==> src/rtl/uart_cmd_decoder.sv <==
// Decodes UART keystrokes (optionally VT100 arrows, `UART_CMD_ARROW_EN) into 3-bit moves in a 4-deep FWFT FIFO.
// Byte in cycle N is queued/flagged at the end of N; a full FIFO without a pop drops the command and pulses o_overflow.
module uart_cmd_decoder #(
  parameter int CMD_FIFO_AW = 2,
  parameter int ESC_TIMEOUT = 1000000,
  parameter int TMO_W       = 20
) (
  input  logic                 clk,
  input  logic                 rst,
  input  logic [7:0]           i_rx_data,
  input  logic                 i_rx_valid,
  output logic [2:0]           o_cmd,
  output logic                 o_cmd_valid,
  input  logic                 i_cmd_ready,
  output logic                 o_bad_key,
  output logic                 o_overflow,
  output logic [CMD_FIFO_AW:0] o_fifo_cnt
);

  localparam int DEPTH = 1 << CMD_FIFO_AW;
  localparam logic [CMD_FIFO_AW:0]   CNT_ONE  = (CMD_FIFO_AW+1)'(1);
  localparam logic [CMD_FIFO_AW:0]   CNT_FULL = (CMD_FIFO_AW+1)'(DEPTH);
  localparam logic [CMD_FIFO_AW-1:0] PTR_ONE  = CMD_FIFO_AW'(1);

  localparam logic [2:0] CMD_UP    = 3'd0;
  localparam logic [2:0] CMD_DOWN  = 3'd1;
  localparam logic [2:0] CMD_LEFT  = 3'd2;
  localparam logic [2:0] CMD_RIGHT = 3'd3;
  localparam logic [2:0] CMD_NEW   = 3'd4;

  if ((64'd1 << TMO_W) <= 64'(ESC_TIMEOUT)) begin : g_tmo_w_check
    $error("uart_cmd_decoder: TMO_W too narrow for ESC_TIMEOUT");
  end

  // {hit, cmd} for the plain case-insensitive key map
  function automatic logic [3:0] key_map(input logic [7:0] b);
    case (b)
      8'h77, 8'h57: key_map = {1'b1, CMD_UP};
      8'h73, 8'h53: key_map = {1'b1, CMD_DOWN};
      8'h61, 8'h41: key_map = {1'b1, CMD_LEFT};
      8'h64, 8'h44: key_map = {1'b1, CMD_RIGHT};
      8'h6E, 8'h4E: key_map = {1'b1, CMD_NEW};
      default:      key_map = 4'b0000;
    endcase
  endfunction

  logic [3:0] w_key;
  logic       w_push_req;
  logic       w_bad;
  logic [2:0] w_cmd;

  assign w_key = key_map(i_rx_data);

`ifdef UART_CMD_ARROW_EN
  localparam logic [7:0]       BYTE_ESC  = 8'h1B;
  localparam logic [7:0]       BYTE_LBRK = 8'h5B;
  localparam logic [TMO_W-1:0] TMO_LAST  = TMO_W'(ESC_TIMEOUT - 1);
  localparam logic [TMO_W-1:0] TMO_ONE   = TMO_W'(1);

  typedef enum logic [1:0] {ST_IDLE, ST_ESC, ST_CSI} state_t;

  state_t           r_state;
  logic [TMO_W-1:0] r_tmr;

  always_comb begin
    w_push_req = 1'b0;
    w_bad      = 1'b0;
    w_cmd      = w_key[2:0];
    if (i_rx_valid) begin
      if (r_state == ST_CSI) begin
        w_push_req = 1'b1;
        case (i_rx_data)
          8'h41:   w_cmd = CMD_UP;
          8'h42:   w_cmd = CMD_DOWN;
          8'h43:   w_cmd = CMD_RIGHT;
          8'h44:   w_cmd = CMD_LEFT;
          default: begin
            w_push_req = 1'b0;
            w_bad      = 1'b1;
          end
        endcase
      end else if (!(i_rx_data == BYTE_ESC ||
                     (r_state == ST_ESC && i_rx_data == BYTE_LBRK))) begin
        // A non-sequence byte in ST_ESC falls back to the plain key map
        w_push_req = w_key[3];
        w_bad      = !w_key[3];
      end
    end
  end

  always_ff @(posedge clk) begin
    if (rst) begin
      r_state <= ST_IDLE;
      r_tmr   <= '0;
    end else if (i_rx_valid) begin
      r_tmr <= '0;
      if (i_rx_data == BYTE_ESC && r_state != ST_CSI)
        r_state <= ST_ESC;
      else if (r_state == ST_ESC && i_rx_data == BYTE_LBRK)
        r_state <= ST_CSI;
      else
        r_state <= ST_IDLE;
    end else if (r_state != ST_IDLE) begin
      if (r_tmr == TMO_LAST) begin
        r_state <= ST_IDLE;
        r_tmr   <= '0;
      end else begin
        r_tmr <= r_tmr + TMO_ONE;
      end
    end
  end
`else
  always_comb begin
    w_push_req = i_rx_valid && w_key[3];
    w_bad      = i_rx_valid && !w_key[3];
    w_cmd      = w_key[2:0];
  end
`endif

  logic [2:0]             r_mem [DEPTH];
  logic [CMD_FIFO_AW-1:0] r_wptr;
  logic [CMD_FIFO_AW-1:0] r_rptr;
  logic [CMD_FIFO_AW:0]   r_cnt;
  logic                   r_bad_key;
  logic                   r_overflow;
  logic                   w_pop;
  logic                   w_full;
  logic                   w_push;

  assign w_pop  = (r_cnt != '0) && i_cmd_ready;
  assign w_full = (r_cnt == CNT_FULL);
  // A pop in the same cycle frees the slot the push needs
  assign w_push = w_push_req && (!w_full || w_pop);

  always_ff @(posedge clk) begin
    if (rst) begin
      for (int i = 0; i < DEPTH; i++) r_mem[i] <= '0;
      r_wptr     <= '0;
      r_rptr     <= '0;
      r_cnt      <= '0;
      r_bad_key  <= 1'b0;
      r_overflow <= 1'b0;
    end else begin
      r_bad_key  <= w_bad;
      r_overflow <= w_push_req && w_full && !w_pop;
      if (w_push) begin
        r_mem[r_wptr] <= w_cmd;
        r_wptr        <= r_wptr + PTR_ONE;
      end
      if (w_pop) r_rptr <= r_rptr + PTR_ONE;
      case ({w_push, w_pop})
        2'b10:   r_cnt <= r_cnt + CNT_ONE;
        2'b01:   r_cnt <= r_cnt - CNT_ONE;
        default: r_cnt <= r_cnt;
      endcase
    end
  end

  assign o_cmd       = r_mem[r_rptr];
  assign o_cmd_valid = (r_cnt != '0);
  assign o_fifo_cnt  = r_cnt;
  assign o_bad_key   = r_bad_key;
  assign o_overflow  = r_overflow;

endmodule
==> config.mk <==
export PLATFORM = sky130hd
export DESIGN_NAME = uart_cmd_decoder
export DESIGN_NICKNAME = d
export VERILOG_FILES = /design/src/rtl/uart_cmd_decoder.sv
export SDC_FILE = /design/constraint.sdc
export NUM_CORES = 1
export LEC_CHECK = 0
export ABC_AREA = 0
export BUFFER_PORTS_ARGS = -buffer_cell sky130_fd_sc_hd__clkbuf_2
export CORE_ASPECT_RATIO = 0.75
export CORE_MARGIN = 2
export CORE_UTILIZATION = 56
export CTS_CLUSTER_SIZE = 24
export DETAILED_ROUTE_END_ITERATION = 8
export PLACE_DENSITY = 0.9
export SYNTH_ARGS = -nofsm -noshare
export SYNTH_HDL_FRONTEND = slang
export SYNTH_SLANG_ARGS = --single-unit
export TNS_END_PERCENT = 50
==> constraint.sdc <==
create_clock -name clk -period 4.3 [get_ports clk]
set_input_delay 0.215 -clock clk [delete_from_list [all_inputs] [get_ports clk]]
set_output_delay 0.215 -clock clk [all_outputs]
set_load 0.01 [all_outputs]
# Yosys cells after proc, flatten, opt, wreduce, memory -nomap -nowiden
# Memories as Yosys holds them, arrays and structs flattened. A register that Yosys moved wholly into a read port is not among the register bits.
# Index checks and enable logic that the tools add are counted.
# Widths: inputs -> output; s select.
dict set report totals {
  memories 1
  out_inout_bits 9
  regBits 9
  in_bits 12
  word_cells 53
  latchBits 0
  romBits 0
  mem_bits_rw 12
}
dict set report op_classes {
  n_mul 0
  reduce_logical 18
  order_cmp 0
  shift 0
  n_mux 12
  n_bitwise 0
  n_div 0
  addsub 4
  eq_ne 13
}
# memory words width rd rd_clocked_by_memory_dff write_ports line_no
set mem_list {}
lappend mem_list {r_mem 4 3 1 1 4 120} ;# logic [2:0] r_mem [DEPTH];
# cell count
set ops {}
lappend ops {{$eq 8x7->1 const B} 10}
lappend ops {{$pmux 4 s5} 1}
lappend ops {{$reduce_or 2->1} 5}
lappend ops {{$logic_and 1x1->1} 6}
lappend ops {{$mux 1} 6}
lappend ops {{$mux 2} 3}
lappend ops {{$pmux 3 s2} 1}
lappend ops {{$add 2x1->2 const B} 2}
lappend ops {{$add 3x1->3 const B} 1}
lappend ops {{$eq 3x3->1 const B} 1}
lappend ops {{$logic_not 1->1} 3}
lappend ops {{$mux 3} 1}
lappend ops {{$reduce_bool 3->1} 1}
lappend ops {{$reduce_or 3->1} 1}
lappend ops {{$sub 3x1->3 const B} 1}
lappend ops {{$eq 2x1->1 const B} 1}
lappend ops {{$eq 2x2->1 const B} 1}
lappend ops {{$reduce_bool 2->1} 1}
lappend ops {{$logic_or 1x1->1} 1}

# Depth between registers and ports, before layout
dict set report depth {
  word_depth 10
  mapped_depth 8
}

# Worst setup path after synthesis
# OpenSTA, ideal clock, no wires.
dict set report synth_path {
  path_kind {flip-flop to flip-flop}
  startpoint {reg r_cnt[0], in the netlist o_fifo_cnt[0]}
  endpoint {reg r_cnt[2], in the netlist o_fifo_cnt[2]}
  setup_slack_ns 2.119
  path_stages_with_launch 9
  arrival_ns 2.057
  setup_ns 0.123
  synth_period_minus_slack_ns 2.181
  required_time_ns 4.177
  path_cell_list {dfxtp_1 -> or3_1 -> and2_1 -> clkbuf_1 -> nand2_1 -> fa_1 -> and3_1 -> a22oi_1 -> mux2_1}
}
dict set report synth_via {
  elab_chain_len 6
  word_cells_on_any_way 12
}
# element line_no
set synth_rtl {}
lappend synth_rtl {{from (decl)} 123} ;# logic [CMD_FIFO_AW:0] r_cnt;
lappend synth_rtl {{from (signal assigned)} 152} ;# 2'b10: r_cnt <= r_cnt + CNT_ONE;
lappend synth_rtl {{from (signal assigned)} 153} ;# 2'b01: r_cnt <= r_cnt - CNT_ONE;
lappend synth_rtl {{from (signal assigned)} 154} ;# default: r_cnt <= r_cnt;
lappend synth_rtl {{$reduce_bool 3->1 *} n/a}
lappend synth_rtl {{named net o_cmd_valid} 13} ;# output logic o_cmd_valid,
lappend synth_rtl {{$logic_and 1x1->1 *} 130} ;# assign w_pop = (r_cnt != '0) && i_cmd_ready;
lappend synth_rtl {{$logic_or 1x1->1} 133} ;# assign w_push = w_push_req && (!w_full || w_pop);
lappend synth_rtl {{$logic_and 1x1->1} 133}
lappend synth_rtl {{$eq 2x1->1 or $eq 2x2->1 (tied branches)} 151} ;# case ({w_push, w_pop})
lappend synth_rtl {{$pmux 3 s2 or $reduce_bool 2->1 (tied branches)} n/a}
# The timed path passes the listed nets; every way through them passes the cells marked *.
# A chain may end at the register's enable or synchronous reset.

# Worst setup path in the final report
dict set report layout_path {
  startpoint {reg r_cnt[0], in the netlist o_fifo_cnt[0]}
  endpoint {reg r_cnt[2], in the netlist o_fifo_cnt[2]}
}
dict set report layout_via {
  elab_chain_len 6
  word_cells_on_any_way 12
}
# element line_no
set layout_rtl {}
lappend layout_rtl {{$eq 3x3->1 or $reduce_bool 3->1 (tied branches)} {131, 130}}
lappend layout_rtl {{$logic_not 1->1 or $logic_and 1x1->1 (tied branches)} {133, 130}}
lappend layout_rtl {{$logic_or 1x1->1} 133}
lappend layout_rtl {{$logic_and 1x1->1} 133}
lappend layout_rtl {{$eq 2x1->1 or $eq 2x2->1 (tied branches)} 151}
lappend layout_rtl {{$pmux 3 s2 or $reduce_bool 2->1 (tied branches)} n/a}
# Several ways; a longest one is shown, not always the timed one.

==> run summary <==
min Tclk post-route -> 2.12 ns
CP top delay family -> simple AND/OR/NAND/NOR gates
CP cell instances -> or3_1, and2_1, nand2_1, fa_1, and3_1, a22oi_1, mux2_1
post-CTS setup repair buffer count -> 0
YS warnings -> 0
RePlAce Congestion -> 0.772
CTS clk-pin slew, worst paths -> 0.13 ns
GRT overflow -> 0
DRT antenna net count -> 0
worst endpoint required time -> 4.51 ns
RSZ-0062 raised after global routing -> false
r2r worst-path depth -> 7
register area share after synthesis -> 49.8%
#FFs+latches synth -> 23
area leader, netlist -> edfxtp_1
Post-synth EDFFs -> 12
maximum clock path buffer count -> 2
CTS buffer count -> 3
CTS Root Cell -> clkbuf_4
WP depth -> 7
initial antenna violation count -> 0
CP Max Fanout -> 5
post-place instance area -> 1260 sq um
Rel. slew slack -> 68.3%
CTS-repair resized insts -> 0
Post-Place Worst Slack -> 1.90 ns
syn_area_per_cell -> 11.0 sq um
area grow syn2layout -> 11.0%
die footprint -> 2460 sq um
max-slew violations -> 0
Die H -> 43.5 um
Post-Syn Nets -> 119
layout cells sized above 1 -> 31.2%
dominant synthesized flop cell -> edfxtp_1
Max H-tree Level -> 1
MaxCap Viol Count -> 0
Final Hold Fails -> 0
power density over the cells -> 436 nW/um^2
# port buffers -> 19
CTS Sinks -> 23
DRT Pass-1 Iters -> 4
cell area after synthesis -> 1160 sq um
min-delay worst type -> input port to flop
status -> finished, final reports clean
first-pass GRT wire length -> 3370 um
Setup crit start kind -> flop
Post-route DRC -> 0
crit-path max cell delay -> 0.42 ns
Die Span X -> 56.7 um
Tcrit/Tclk final -> 49.3%
Worst-Margin Slew -> 0.472 ns
cells after synthesis -> 106
largest net degree at the start of global routing -> 19
most common cell in the synthesized netlist -> nor2_1
Total Nets Final -> 139
fmax -> 472 MHz
slowest stage cell on the critical path -> dfxtp_1
Crit Path Class -> flop to flop
setup violators final -> 0
LEAKAGE -> 0.491 nW
vias in the first global route -> 778
Antenna diodes -> 0
PnR worst setup slack -> 2.18 ns
row cnt -> 14
worst vdd ir -> 0.000354 V
wire length per cell -> 12.8 um
Worst Path Arrival -> 2.33 ns
Yosys top cell area share -> 30.9%
worst path bufs/invs -> 0
clk_skew -> 0.00598 ns
Hold Path Stages -> 2
Yosys cell types -> 38
most frequent cells after synthesis -> nor2_1, edfxtp_1, dfxtp_1, nand2_1, nand2b_1
sum of negative setup slack -> 0 ns
I/O Pins -> 21
vias post-DR -> 809
top post-synthesis cells by area -> edfxtp_1, dfxtp_1, nor2_1, mux4_2, mux2_1
first-iteration detailed-routing DRC count -> 23
routed wire length -> 1910 um
Initial Util -> 58.8%
TritonCTS clock tree -> built
post-cts hold buffer count -> 0
Setup crit end kind -> flop
post-route design area -> 1290 sq um
Synth async-reset ratio -> 0%
detailed placement HPWL -> 1520 um
Worst-Skew Late Latency -> 0.31 ns
detailed-route vias per instance -> 5.43
Core ar. -> 1980 sq um
gr usage total -> 18.0%
==> sequential cells by signal (all words and copies together), names as in the netlist, named ones only <==
signal,cells
r_mem,12
o_fifo_cnt,3
r_rptr,2
r_wptr,2
o_bad_key,1
o_overflow,1
==> per-stage QoR <==
| stage | std cells | utilization, % | power [mW] | hold WS (ns) |
|---|---|---|---|---|
| 2_1_floorplan | 106 | - | 0.421 | 0.378 |
| 3_3_place_gp | 145 | 63.9 | 0.464 | 0.509 |
| 3_5_place_dp | 145 | 63.9 | 0.471 | 0.518 |
| 4_1_cts | 149 | 65.3 | 0.567 | 0.203 |
| 5_1_grt | 149 | 65.3 | 0.600 | 0.195 |
| 6_report | 149 | 65.3 | 0.563 | 0.206 |
==> worst paths after layout <==
path,startpoint,endpoint,slack [ns]
hold reg to reg,r_rptr[1],flop,0.54
setup reg to reg,o_fifo_cnt[0],o_fifo_cnt[2],2.18
hold / removal,i_rx_valid,o_bad_key,0.21
setup / recovery,o_fifo_cnt[0],o_fifo_cnt[2],2.18
==> power breakdown <==
part / internal, mW / switching [mW]
logic: 0.0935 / 0.0879
registers: 0.257 / 0.0255
clock network: 0.0347 / 0.0639
total: 0.386 / 0.177
==> cell families (layout without fill, tap and decap cells) <==
logic type / count (synthesis) / in the layout / synth area share [%]
XOR/XNOR: 4 / 4 / 3.01
adder cells (fa/ha/maj): 1 / 1 / 1.72
flip-flops: 23 / 23 / 49.8
AND/OR/NAND/NOR: 56 / 56 / 25.5
buffers and inverters: 7 / 26 / 3.11
AO/OA/AOI/OAI: 8 / 8 / 6.98
multiplexers: 7 / 7 / 9.88
==> layout by cell type, fill, tap and decap left out <==
master,instances
mux4_2,3
mux2_1,3
a31oi_4,1
or4b_2,1
mux2i_2,1
a31o_2,1
clkinv_2,1
or2_2,1
nor2_1,27
clkbuf_2,19
nand4b_1,1
nand3_1,3
fa_1,1
nor2b_1,1
a22oi_1,1
xor2_1,1
and2_1,1
clkbuf_4,3
inv_1,3
or3_1,1
nor4_1,1
or3b_4,1
and3_1,1
a21o_2,3
or4_4,1
dfxtp_1,11
xnor2_1,3
nand2b_1,4
nand3b_1,1
nor4b_1,1
nor4bb_1,1
o31ai_2,1
and4b_2,1
or3_2,1
a21oi_1,1
edfxtp_1,12
nor3b_1,1
nor3_1,1
nand2_1,5
==> layout make-up <==
cell class | count | area [sq um]
fill | 159 | 687
sequential | 23 | 581
multi-input combinational | 76 | 548
timing repair buffer | 19 | 95.1
tap | 24 | 30.0
clock buffer | 3 | 22.5
inverter | 3 | 11.3
clock inverter | 1 | 5.00
==> worst reg2reg max path, cell delays in order, from the launching register on <==
cell and delay (ns):
dfxtp_1 0.42, or3_1 0.16, and2_1 0.27, nand2_1 0.10, fa_1 0.39, and3_1 0.18, a22oi_1 0.19, mux2_1 0.33
==> metal layers <==
layer | part of all wire [%] | GRT usage, % | wire length (um)
met1 | 46 | 22.4 | 887
met2 | 47 | 30.9 | 903
met3 | 5.8 | 5.97 | 111
met4 | 0.52 | 4.29 | 10
met5 | 0 | 0 | 0
Note: power is estimated with default switching activity, not from simulation.
